File: config.mk
export PLATFORM = sky130hd
export DESIGN_NAME = dsky_channel_if
export DESIGN_NICKNAME = d
export VERILOG_FILES = /design/src/rtl/dsky_channel_if.sv
export SDC_FILE = /design/constraint.sdc
export NUM_CORES = 1
export LEC_CHECK = 0
export CAP_MARGIN = 20
export CORE_MARGIN = 2
export CORE_UTILIZATION = 52
export CTS_BUF_LIST = sky130_fd_sc_hd__clkbuf_16
export DETAILED_ROUTE_END_ITERATION = 12
export PLACE_DENSITY = 0.84
export SLEW_MARGIN = 20
export SYNTH_ARGS = -nofsm -noshare
export SYNTH_HDL_FRONTEND = slang
export SYNTH_SLANG_ARGS = --single-unit
File: constraint.sdc
create_clock -name clk -period 2.95 [get_ports clk]
set_input_delay 0.59 -clock clk [delete_from_list [all_inputs] [get_ports clk]]
set_output_delay 0.59 -clock clk [all_outputs]
set_load 0.02 [all_outputs]
File: src/rtl/dsky_channel_if.sv
// DSKY channel interface: keypad FIFO, CPU channel read/write port, display relay latch and key interrupt FSM.
// Define DSKY_CHANNEL_PARITY_EN to generate read parity and reject even-parity display writes.
module dsky_channel_if #(
    parameter int FIFO_DEPTH = 4,
    parameter int KEY_CH     = 13,
    parameter int DISP_CH    = 8
) (
    input  logic        clk,
    input  logic        rst_n,
    input  logic        key_valid,
    input  logic [4:0]  key_code,
    output logic        key_ready,
    input  logic [6:0]  ch_addr,
    input  logic        ch_rd,
    input  logic        ch_wr,
    input  logic [15:0] ch_wdata,
    output logic [15:0] ch_rdata,
    output logic        keyrupt,
    input  logic        keyrupt_ack,
    output logic [14:0] disp_word,
    output logic        disp_strobe,
    output logic        overflow,
    output logic        parity_err
);
    localparam int PTR_W = $clog2(FIFO_DEPTH);
    localparam int CNT_W = PTR_W + 1;

    if (FIFO_DEPTH < 2 || FIFO_DEPTH > 16 || (FIFO_DEPTH & (FIFO_DEPTH - 1)) != 0) begin : g_bad_depth
        $error("dsky_channel_if: FIFO_DEPTH must be a power of two in 2..16");
    end

    typedef enum logic [1:0] {
        IDLE    = 2'd0,
        REQ     = 2'd1,
        SERVICE = 2'd2
    } irq_state_t;

    logic [4:0]       mem [FIFO_DEPTH];
    logic [PTR_W-1:0] wr_ptr;
    logic [PTR_W-1:0] rd_ptr;
    logic [CNT_W-1:0] count;
    logic [CNT_W-1:0] count_next;
    logic             full;
    logic             empty;
    logic             key_sel;
    logic             disp_sel;
    logic             push;
    logic             pop;
    logic             key_rd;
    logic [14:0]      rd_word;
    logic             rd_par;
    logic             wr_par_ok;
    irq_state_t       state;

    assign full      = (count == CNT_W'(FIFO_DEPTH));
    assign empty     = (count == '0);
    assign key_ready = !full;
    assign key_sel   = (ch_addr == 7'(KEY_CH));
    assign disp_sel  = (ch_addr == 7'(DISP_CH));
    assign key_rd    = ch_rd && key_sel;

    // A full FIFO refuses the key even when a pop frees a slot in the same cycle.
    assign push = key_valid && !full;
    assign pop  = key_rd && !empty;

    always_comb begin
        count_next = count;
        if (push && !pop) begin
            count_next = count + CNT_W'(1);
        end else if (pop && !push) begin
            count_next = count - CNT_W'(1);
        end
    end

    always_comb begin
        rd_word = '0;
        if (key_sel) begin
            if (!empty) begin
                rd_word = {10'b0, mem[rd_ptr]};
            end
        end else if (disp_sel) begin
            rd_word = disp_word;
        end
    end

`ifdef DSKY_CHANNEL_PARITY_EN
    // Odd parity over the full 16-bit word: bit 15 makes the total count of ones odd.
    assign rd_par    = ~^rd_word;
    assign wr_par_ok = ^ch_wdata;
`else
    logic unused_wdata_par;
    assign unused_wdata_par = ch_wdata[15];
    assign rd_par           = 1'b0;
    assign wr_par_ok        = 1'b1;
`endif

    // NOTE: the key storage has no reset; the pointers and count alone decide which entries are valid.
    always_ff @(posedge clk) begin
        if (push) begin
            mem[wr_ptr] <= key_code;
        end
    end

    // NOTE: all sequential state uses non-blocking assignments so every register samples pre-edge values.
    always_ff @(posedge clk or negedge rst_n) begin
        if (!rst_n) begin
            wr_ptr      <= '0;
            rd_ptr      <= '0;
            count       <= '0;
            overflow    <= 1'b0;
            ch_rdata    <= '0;
            disp_word   <= '0;
            disp_strobe <= 1'b0;
            parity_err  <= 1'b0;
        end else begin
            count <= count_next;
            if (push) begin
                wr_ptr <= wr_ptr + PTR_W'(1);
            end
            if (pop) begin
                rd_ptr <= rd_ptr + PTR_W'(1);
            end
            if (key_valid && full) begin
                overflow <= 1'b1;
            end

            // A simultaneous DISP_CH write lands on the same edge, so the read sees the old word.
            if (ch_rd) begin
                ch_rdata <= {rd_par, rd_word};
            end

            disp_strobe <= 1'b0;
            parity_err  <= 1'b0;
            if (ch_wr && disp_sel) begin
                if (wr_par_ok) begin
                    disp_word   <= ch_wdata[14:0];
                    disp_strobe <= 1'b1;
                end else begin
                    parity_err  <= 1'b1;
                end
            end
        end
    end

    always_ff @(posedge clk or negedge rst_n) begin
        if (!rst_n) begin
            state   <= IDLE;
            keyrupt <= 1'b0;
        end else begin
            case (state)
                IDLE: begin
                    if (!empty) begin
                        state   <= REQ;
                        keyrupt <= 1'b1;
                    end
                end
                REQ: begin
                    if (keyrupt_ack) begin
                        state   <= SERVICE;
                        keyrupt <= 1'b0;
                    end
                end
                SERVICE: begin
                    if (key_rd) begin
                        if (count_next != '0) begin
                            state   <= REQ;
                            keyrupt <= 1'b1;
                        end else begin
                            state   <= IDLE;
                            keyrupt <= 1'b0;
                        end
                    end
                end
                default: begin
                    state   <= IDLE;
                    keyrupt <= 1'b0;
                end
            endcase
        end
    end

endmodule

## Word level (Yosys, flattened, before mapping)

Memories as Yosys holds them, arrays and structs flattened.
Cells that the tools add are included.

- Register bits after elaboration: 42
- Latch bits: 0
- RAM bits: 20
- Bits in read-only memories: 0
- Input bits: 34
- Output and inout port bits: 36
- Word-level logic and storage cells: 55
- Memories kept: 1

Memories:

| memory | depth | bits a word | rd ports | clocked after memory_dff | write ports | RTL line | source |
|---|---|---|---|---|---|---|---|
| mem | 4 | 5 | 1 | 0 | 1 | 38 | `logic [4:0] mem [FIFO_DEPTH];` |

- Add/sub/neg operators: 4
- $mul: 0
- Divide/modulo/power cells: 0
- $lt $le $gt $ge: 0
- Equality and inequality tests: 8
- Shift operators: 0
- Mux-type cells: 18
- Bitwise gates (word level): 0
- Reduce and logical (&&, ||, !) cells: 15

Operators by type and width:

| cell | count |
|---|---|
| two-way mux 15 bit | 2 |
| equality test 7 x 4 -> 1 bit (second input constant) | 2 |
| two-way mux 1 bit | 8 |
| logical AND 1 bit | 7 |
| two-way mux 2 bit | 3 |
| two-way mux 3 bit | 2 |
| inequality test 2 bit (second input constant) | 3 |
| one-hot mux 2 bit (3 select lines) | 1 |
| two-way mux 5 bit | 1 |
| adder 2 x 1 -> 2 bit (second input constant) | 2 |
| logical NOT 1 bit | 4 |
| adder 3 x 1 -> 3 bit (second input constant) | 1 |
| equality test 3 bit (second input constant) | 1 |
| logical NOT 3 bit | 1 |
| one-hot mux 1 bit (3 select lines) | 1 |
| AND reduction 3 bit | 1 |
| nonzero test 3 bit | 1 |
| subtractor 3 x 1 -> 3 bit (second input constant) | 1 |
| equality test 2 x 1 -> 1 bit (second input constant) | 1 |
| equality test 2 bit (second input constant) | 1 |
| logical NOT 2 bit | 1 |

## Depth between registers and ports, before layout

Gate-level depths: netlist of run 1.

- Depth in word-level cells: 11
- Depth in mapped cells: 8
- Depth with buffers taken out: 7

## Worst setup path before layout of run 1

No wires, ideal clock.

- Path type: input to register
- From: in ch_addr[6]
- To: reg keyrupt
- Setup time: 131 ps
- Arrival: 2052 ps
- Required time: 2819 ps
- Slack: 767 ps
- Cell stages on the path: 6
- Buffers on the path: 1
- Path through: or4b_1 -> buf_2 -> or2_1 -> a32o_1 -> o31ai_2 -> o21ai_1

- Word-level cells in the longest chain between the ends: 10
- Elaborated cells between the ends (all ways): 14
- Those cells by class: 2 x eq/ne; 5 x mux; 7 x reduce/logical

RTL lines:

| what | RTL line | source |
|---|---|---|
| start: declaration | 13 | `input logic [6:0] ch_addr,` |
| equality test 7 x 4 -> 1 bit * | 58 | `assign key_sel = (ch_addr == 7'(KEY_CH));` |
| logical AND 1 bit * | 60 | `assign key_rd = ch_rd && key_sel;` |
| logical AND 1 bit | 64 | `assign pop = key_rd && !empty;` |
| logical AND 1 bit / logical NOT 1 bit (equally long branches) | 70, 68 |  |
| two-way mux 3 bit / logical AND 1 bit (equally long branches) | 70, 68 |  |
| two-way mux 3 bit | 68 | `if (push && !pop) begin` |
| nonzero test 3 bit | 165 | `if (count_next != '0) begin` |
| two-way mux 1 bit | 165 |  |
| two-way mux 1 bit | 164 | `if (key_rd) begin` |
| one-hot mux 1 bit (3 select lines) | 150 | `case (state)` |
| end signal: assignment | 154 | `keyrupt <= 1'b1;` |
| end signal: assignment | 167 | `keyrupt <= 1'b1;` |
| end signal: assignment | 170 | `keyrupt <= 1'b0;` |
| end: declaration | 18 | `output logic keyrupt,` |

Mark *: on every way between the ends. The rest lies on a longest branch, timed or not. The select of a mux whose other input is x is not followed.
A chain may end at the register's enable or synchronous reset.

## Worst setup path in the final report of run 1

- From: reg count[0]
- To: out key_ready

- Word-level cells in the longest chain between the ends: 2

RTL lines:

| what | RTL line | source |
|---|---|---|
| start: declaration | 41 | `logic [CNT_W-1:0] count;` |
| start signal: assignment | 116 | `count <= count_next;` |
| equality test 3 bit | 55 | `assign full = (count == CNT_W'(FIFO_DEPTH));` |
| logical NOT 1 bit | 57 | `assign key_ready = !full;` |
| end: declaration | 12 | `output logic key_ready,` |

No other way between the ends.

==> results.sh, run 1 <==
export IMPL_outcome="complete, no violations"
export IMPL_worstMarginPinSlew_ps=925
export IMPL_hold_violations=0
export IMPL_cts_inserted_buffers=9
export IMPL_drv_slew=0
export IMPL_grt_pass1_wl_um=9340
export IMPL_cp_end_kind="output port"
export IMPL_die_w_um=76.1
export IMPL_synth_edf_count=20
export IMPL_holdWs_ps=408
export IMPL_drc=0
export IMPL_io_pins=70
export IMPL_grt_overflow_total=0
export IMPL_root_buffer="clkbuf_16"
export IMPL_ctsHoldBuffers=0
export IMPL_hp_class="in -> async"
export IMPL_clk_latency_ps=320
export IMPL_drt_antenna_violating_nets=0
export IMPL_slew_headroom_pct=38.3
export IMPL_skew_ps=5.77
export IMPL_drt_pass1_iterations=4
export IMPL_synth_top_area_cell="dfrtp_1"
export IMPL_crit_path_start_kind="register"
export IMPL_htree_num_levels=3
export IMPL_crit_type="reg -> out"
export IMPL_wl_um=5580
export IMPL_cts_resized=0
export IMPL_rows=26
export IMPL_critPathTopFamily="buffers and inverters"
export IMPL_cts_tree="built"
export IMPL_post_cts_buffers=0
export IMPL_antenna_found_initial=0
export IMPL_routedWlPerCell_um=14.5
export IMPL_powerDensity_mw_per_mm2=746
export IMPL_ys_types=43
export IMPL_grt_usage_pct=21.1
export IMPL_worst_path_buf_inv=2
export IMPL_r2r_slack_ps=980
export IMPL_synth_avg_cell_area_um2=11.4
export IMPL_fmax_ghz=0.418
export IMPL_regToRegStartpoint="count[0]"
export IMPL_required_ps=2360
export IMPL_viasPerCell=5.18
export IMPL_synth_common_cells="63 x nand2_1, 42 x dfrtp_1, 20 x edfxtp_1"
export IMPL_fp_dieH_um=76.1
export IMPL_synth_async_reset_ratio_pct=67.7
export IMPL_ir_drop_mv=0.519
export IMPL_cp_arrival_ps=1800
export IMPL_layout_nets=351
export IMPL_reg2regPathDepth=6
export IMPL_multiInputGateArea_um2=940
export IMPL_cts_sinks=62
export IMPL_drt_iter0_drc=98
export IMPL_synth_warnings=0
export IMPL_numPortBuffers=66
export IMPL_clkTransAtPathRegs_ps=50
export IMPL_postSynthCellCount=236
export IMPL_initial_core_util_pct=53.2
export IMPL_period_minus_slack_ps=2390
export IMPL_power_leakage_nw=1.61
export IMPL_clockBufferDepth=2
export IMPL_netlist_top_cells_area="dfrtp_1 39%, edfxtp_1 22%, nand2_1 8.8%"
export IMPL_tns_ps=0
export IMPL_seqCellArea_mm2=0.00165
export IMPL_dieArea_mm2=0.00579
export IMPL_n_fill_cell=344
export IMPL_grt_max_degree=43
export IMPL_ys_flop_type="dfrtp_1"
export IMPL_max_cap_violations=0
export IMPL_place_gp_congestion=0.815
export IMPL_finalCritPeriodShare_pct=81.0
export IMPL_rsz0062_at_grt="no"
export IMPL_diodes=0
export IMPL_seq_area_frac_synth_pct=61.1
export IMPL_synth_seq_cells=62
export IMPL_slowest_stage="clkdlybuf4s50_1"
export IMPL_grt_pass1_vias=1962
export IMPL_crit_chain="inv_1 -> ha_1 -> nand2_1 -> clkdlybuf4s50_1"
export IMPL_core_mm2=0.00507
export IMPL_synth_area_mm2=0.00270
export IMPL_finalSetupViolations=0
export IMPL_synth_top_cell_area_share_pct=38.9
export IMPL_crit_fanout=7
export IMPL_cpPeakStageDelay_ps=600
export IMPL_synth_most_common_cell="nand2_1"
export IMPL_area_delta_synth_final_pct=39.6
export IMPL_rr_endpoint="ch_rdata[3]"
export IMPL_place_hpwl_um=4030
export IMPL_num_vias=1991
export IMPL_drive_gt1_share_pct=10.5
where the power goes:
part           switching (mW)  internal [mW]
sequential              0.106           1.03
combinational           0.296          0.290
clock                   0.346          0.744
total                   0.748           2.06
registers in the layout, indices dropped and copies added, names as in the netlist:
name / cells
mem: 20
state: 2
count: 3
wr_ptr: 2
keyrupt: 1
disp_strobe: 1
overflow: 1
ch_rdata: 15
disp_word: 15
rd_ptr: 2
layout by cell type, fill, tap and decap left out, drive strengths merged, types with 5 or more instances in the layout:
master          n
edfxtp         20
clkdlybuf4s50  65
ha              7
clkbuf         11
inv            18
buf             8
nand2          63
mux4            5
nor2b           5
o21ai          17
dfrtp          42
cell families (layout without fill, tap and decap cells):
group | after synthesis | after routing | share of synthesized area, %
AOI/OAI and AO/OA | 33 | 33 | 8.11
xor gates and xnor gates | 5 | 5 | 1.62
DFF | 62 | 62 | 61.1
other | 1 | 2 | 0.139
adders and majority gates | 7 | 7 | 3.24
buffers and inverters | 28 | 105 | 4.21
muxes | 8 | 8 | 5.28
and+or+nand+nor | 92 | 92 | 16.3
routing by layer:
| metal | up-vias | share of wire, % | global-route usage, % |
|---|---|---|---|
| li1 | 951 | - | - |
| met1 | 971 | 43 | 25.9 |
| met2 | 60 | 51 | 35.0 |
| met3 | 9 | 4.0 | 4.38 |
| met4 | 0 | 2.0 | 11.6 |
| met5 | - | 0 | 0 |
worst max path at each step:
stage / slack [ps] / endpoint / startpoint / depth (start not counted)
CTS: 550 / key_ready / count[0] / 4
global placement: 350 / keyrupt / ch_addr[5] / 6
finish: 560 / key_ready / count[0] / 4
detailed placement: 360 / keyrupt / ch_addr[5] / 6
floorplan: 770 / keyrupt / ch_addr[6] / 6
global route: 470 / key_ready / count[0] / 4
area by class of cell:
| cell class | instances | share of cell area [%] |
|---|---|---|
| multi-input cells | 147 | 24.9 |
| flip-flops and latches | 62 | 43.8 |
| clock inverters | 4 | 1.16 |
| well taps | 70 | 2.32 |
| clock buffers | 11 | 7.30 |
| repair buffers | 73 | 18.8 |
| inverters | 17 | 1.69 |
per-stage QoR:
stage               instances  worst slack [ps]  area (um2)  utilization, %  power [mW]
floorplan                 237               767        2710               -        1.52
global placement          369               353        3450            68.0        1.71
detailed placement        369               356        3450            68.0        1.74
CTS                       384               548        3770            74.3        2.84
global route              384               474        3770            74.3        2.96
finish                    384               560        3770            74.3        2.81
Note: power is estimated with default switching activity, not from simulation.
==> run 2, diff against run 1 <==
Settings changed: CORE_UTILIZATION 52 to 48, PLACE_DENSITY 0.84 to 0.79.
Clock period 2.95 ns to 2.21 ns, I/O delays scaled along.
==> run 2 against run 1 <==
Against the previous run: sequential power increased by 33%; register-to-register slack worse by 750 ps; clock power increased by 21%; critical path type is now in -> reg; highest routed layer unchanged.
==> results.sh, run 2 (same netlist as run 1, synthesis figures left out) <==
export IMPL_outcome="complete, no violations"
export IMPL_numPortBuffers=66
export IMPL_drt_antenna_violating_nets=0
export IMPL_num_vias=1983
export IMPL_worst_path_stages=7
export IMPL_cts_sinks=62
export IMPL_worstMarginPinSlew_ps=507
export IMPL_grt_max_degree=23
export IMPL_design_area_mm2=0.00380
export IMPL_finalCritPeriodShare_pct=92.6
export IMPL_initial_core_util_pct=49.4
export IMPL_crit_chain="clkdlybuf4s50_1 -> or4b_1 -> buf_4 -> nor3_4 -> mux2i_1 -> o31ai_2 -> o21ai_1"
export IMPL_cts_inserted_buffers=9
export IMPL_slowest_stage="or4b_1"
export IMPL_hp_class="in -> async"
export IMPL_grt_usage_pct=20.3
export IMPL_finalSetupViolations=0
export IMPL_hold_violations=0
export IMPL_grt_overflow_total=0
export IMPL_switching_share_pct=27.9
export IMPL_pwr_share_comb_pct=21.6
export IMPL_routedWlPerCell_um=14.5
export IMPL_crit_fanout=5
export IMPL_cp_end_kind="register"
export IMPL_largest_register_ffs=20
export IMPL_viasPerCell=5.02
export IMPL_clockBufferDepth=2
export IMPL_drt_pass1_iterations=4
export IMPL_fin_util_pct=69.4
export IMPL_rsz0062_at_grt="no"
export IMPL_cp_arrival_ps=2240
export IMPL_mostFrequentLayoutCells="64 x clkdlybuf4s50_1, 63 x nand2_1, 41 x dfrtp_1"
export IMPL_post_cts_buffers=0
export IMPL_power_leakage_nw=1.63
export IMPL_drc=0
export IMPL_rows=27
export IMPL_slew_headroom_pct=66.1
export IMPL_fp_dieH_um=79.0
export IMPL_dieArea_mm2=0.00624
export IMPL_skew_ps=4.62
export IMPL_reg2regPathDepth=6
export IMPL_crit_type="in -> reg"
export IMPL_drive_gt1_share_pct=12.4
export IMPL_post_dp_cell_area_mm2=0.00351
export IMPL_layout_cells_non_filler=395
export IMPL_biggestRegsByFlops="mem: 20 flops, ch_rdata: 15 flops, disp_word: 15 flops"
export IMPL_place_ws_ps=-152
export IMPL_grt_pass1_vias=1985
export IMPL_required_ps=2410
export IMPL_period_minus_slack_ps=2050
export IMPL_grt_pass1_wl_um=9470
export IMPL_io_pins=70
export IMPL_n_fill_cell=403
export IMPL_setup_slack_ps=164
export IMPL_clkTransAtPathRegs_ps=50
export IMPL_cts_tree="built"
export IMPL_place_inst=379
export IMPL_diodes=0
export IMPL_p_int_mw=2.61
export IMPL_antenna_found_initial=0
export IMPL_core_mm2=0.00547
export IMPL_layout_nets=359
export IMPL_clk_latency_ps=320
export IMPL_power_mw=3.62
export IMPL_fmax_ghz=0.489
export IMPL_final_common_cell="clkdlybuf4s50_1"
export IMPL_tns_ps=0
export IMPL_max_cap_violations=0
export IMPL_crit_path_start_kind="input pin"
export IMPL_power_switching_mw=1.01
export IMPL_worst_path_buf_inv=2
export IMPL_holdWs_ps=89.2
export IMPL_area_delta_synth_final_pct=40.6
export IMPL_place_gp_congestion=0.772
export IMPL_seq_power_share_pct=42.0
export IMPL_drt_iter0_drc=104
export IMPL_powerDensity_mw_per_mm2=954
export IMPL_critPathTopFamily="simple AND/OR/NAND/NOR gates"
export IMPL_wl_um=5720
export IMPL_drv_slew=0
export IMPL_pwr_share_clk_pct=36.3
export IMPL_root_buffer="clkbuf_16"
export IMPL_htree_num_levels=3
export IMPL_die_w_um=79.0
export IMPL_ir_drop_mv=0.628
export IMPL_place_hpwl_um=4060
export IMPL_cpPeakStageDelay_ps=540
export IMPL_top_register="mem"
## run 2: metal layers
metal | vias up | wire length, um | global-route usage (%)
met3 | 10 | 288 | 4.89
met2 | 48 | 2830 | 32.9
li1 | 958 | - | -
met1 | 967 | 2520 | 25.5
met4 | 0 | 77 | 10.0
met5 | - | 0 | 0
## run 2: worst paths after layout
check / from / to / slack, ps
max in group asynchronous: rst_n / disp_word[1] / 1540
min in group clk: overflow / overflow / 480
min: rst_n / disp_word[7] / 90
max: ch_addr[5] / keyrupt / 160
max reg2reg: count[0] / ch_rdata[3] / 230
min reg2reg: overflow / overflow / 480
## run 2: what timing repair did
action	in CTS	in global routing
hold buffers	0	0
hold endpoints to repair	0	0
setup endpoints to repair	1	0
resized for setup	2	0
## run 2: area by class of cell
cell class | count | area [um2] | share of cell area (%)
clock buffers | 9 | 225 | 5.93
well taps | 72 | 90.1 | 2.37
clock inverters | 7 | 58.8 | 1.55
multi-input cells | 147 | 940 | 24.7
flip-flops and latches | 62 | 1650 | 43.5
repair buffers | 81 | 767 | 20.2
inverters | 17 | 63.8 | 1.68
## run 2: power groups by stage
stage	clock network [mW]	registers [mW]	logic, mW
floorplan	0	1.52	0.512
global placement	0	1.53	0.770
detailed placement	0	1.54	0.793
CTS	1.33	1.52	0.795
global route	1.39	1.55	0.876
finish	1.32	1.52	0.783
## run 2: worst register-to-register path, delay by kind of cell, from the launching register on
kind                     cells  cell delay [ps]
flip-flops                   1              450
buffers and inverters        2              280
AO/OA/AOI/OAI                1              330
adder cells (fa/ha/maj)      1              270
AND/OR/NAND/NOR              2              540
==> run 3, diff against run 2 <==
Settings changed: CAP_MARGIN 20 to 15.
==> results of run 3 <==
The final DEF is identical to that of run 2; final timing and power are the same.
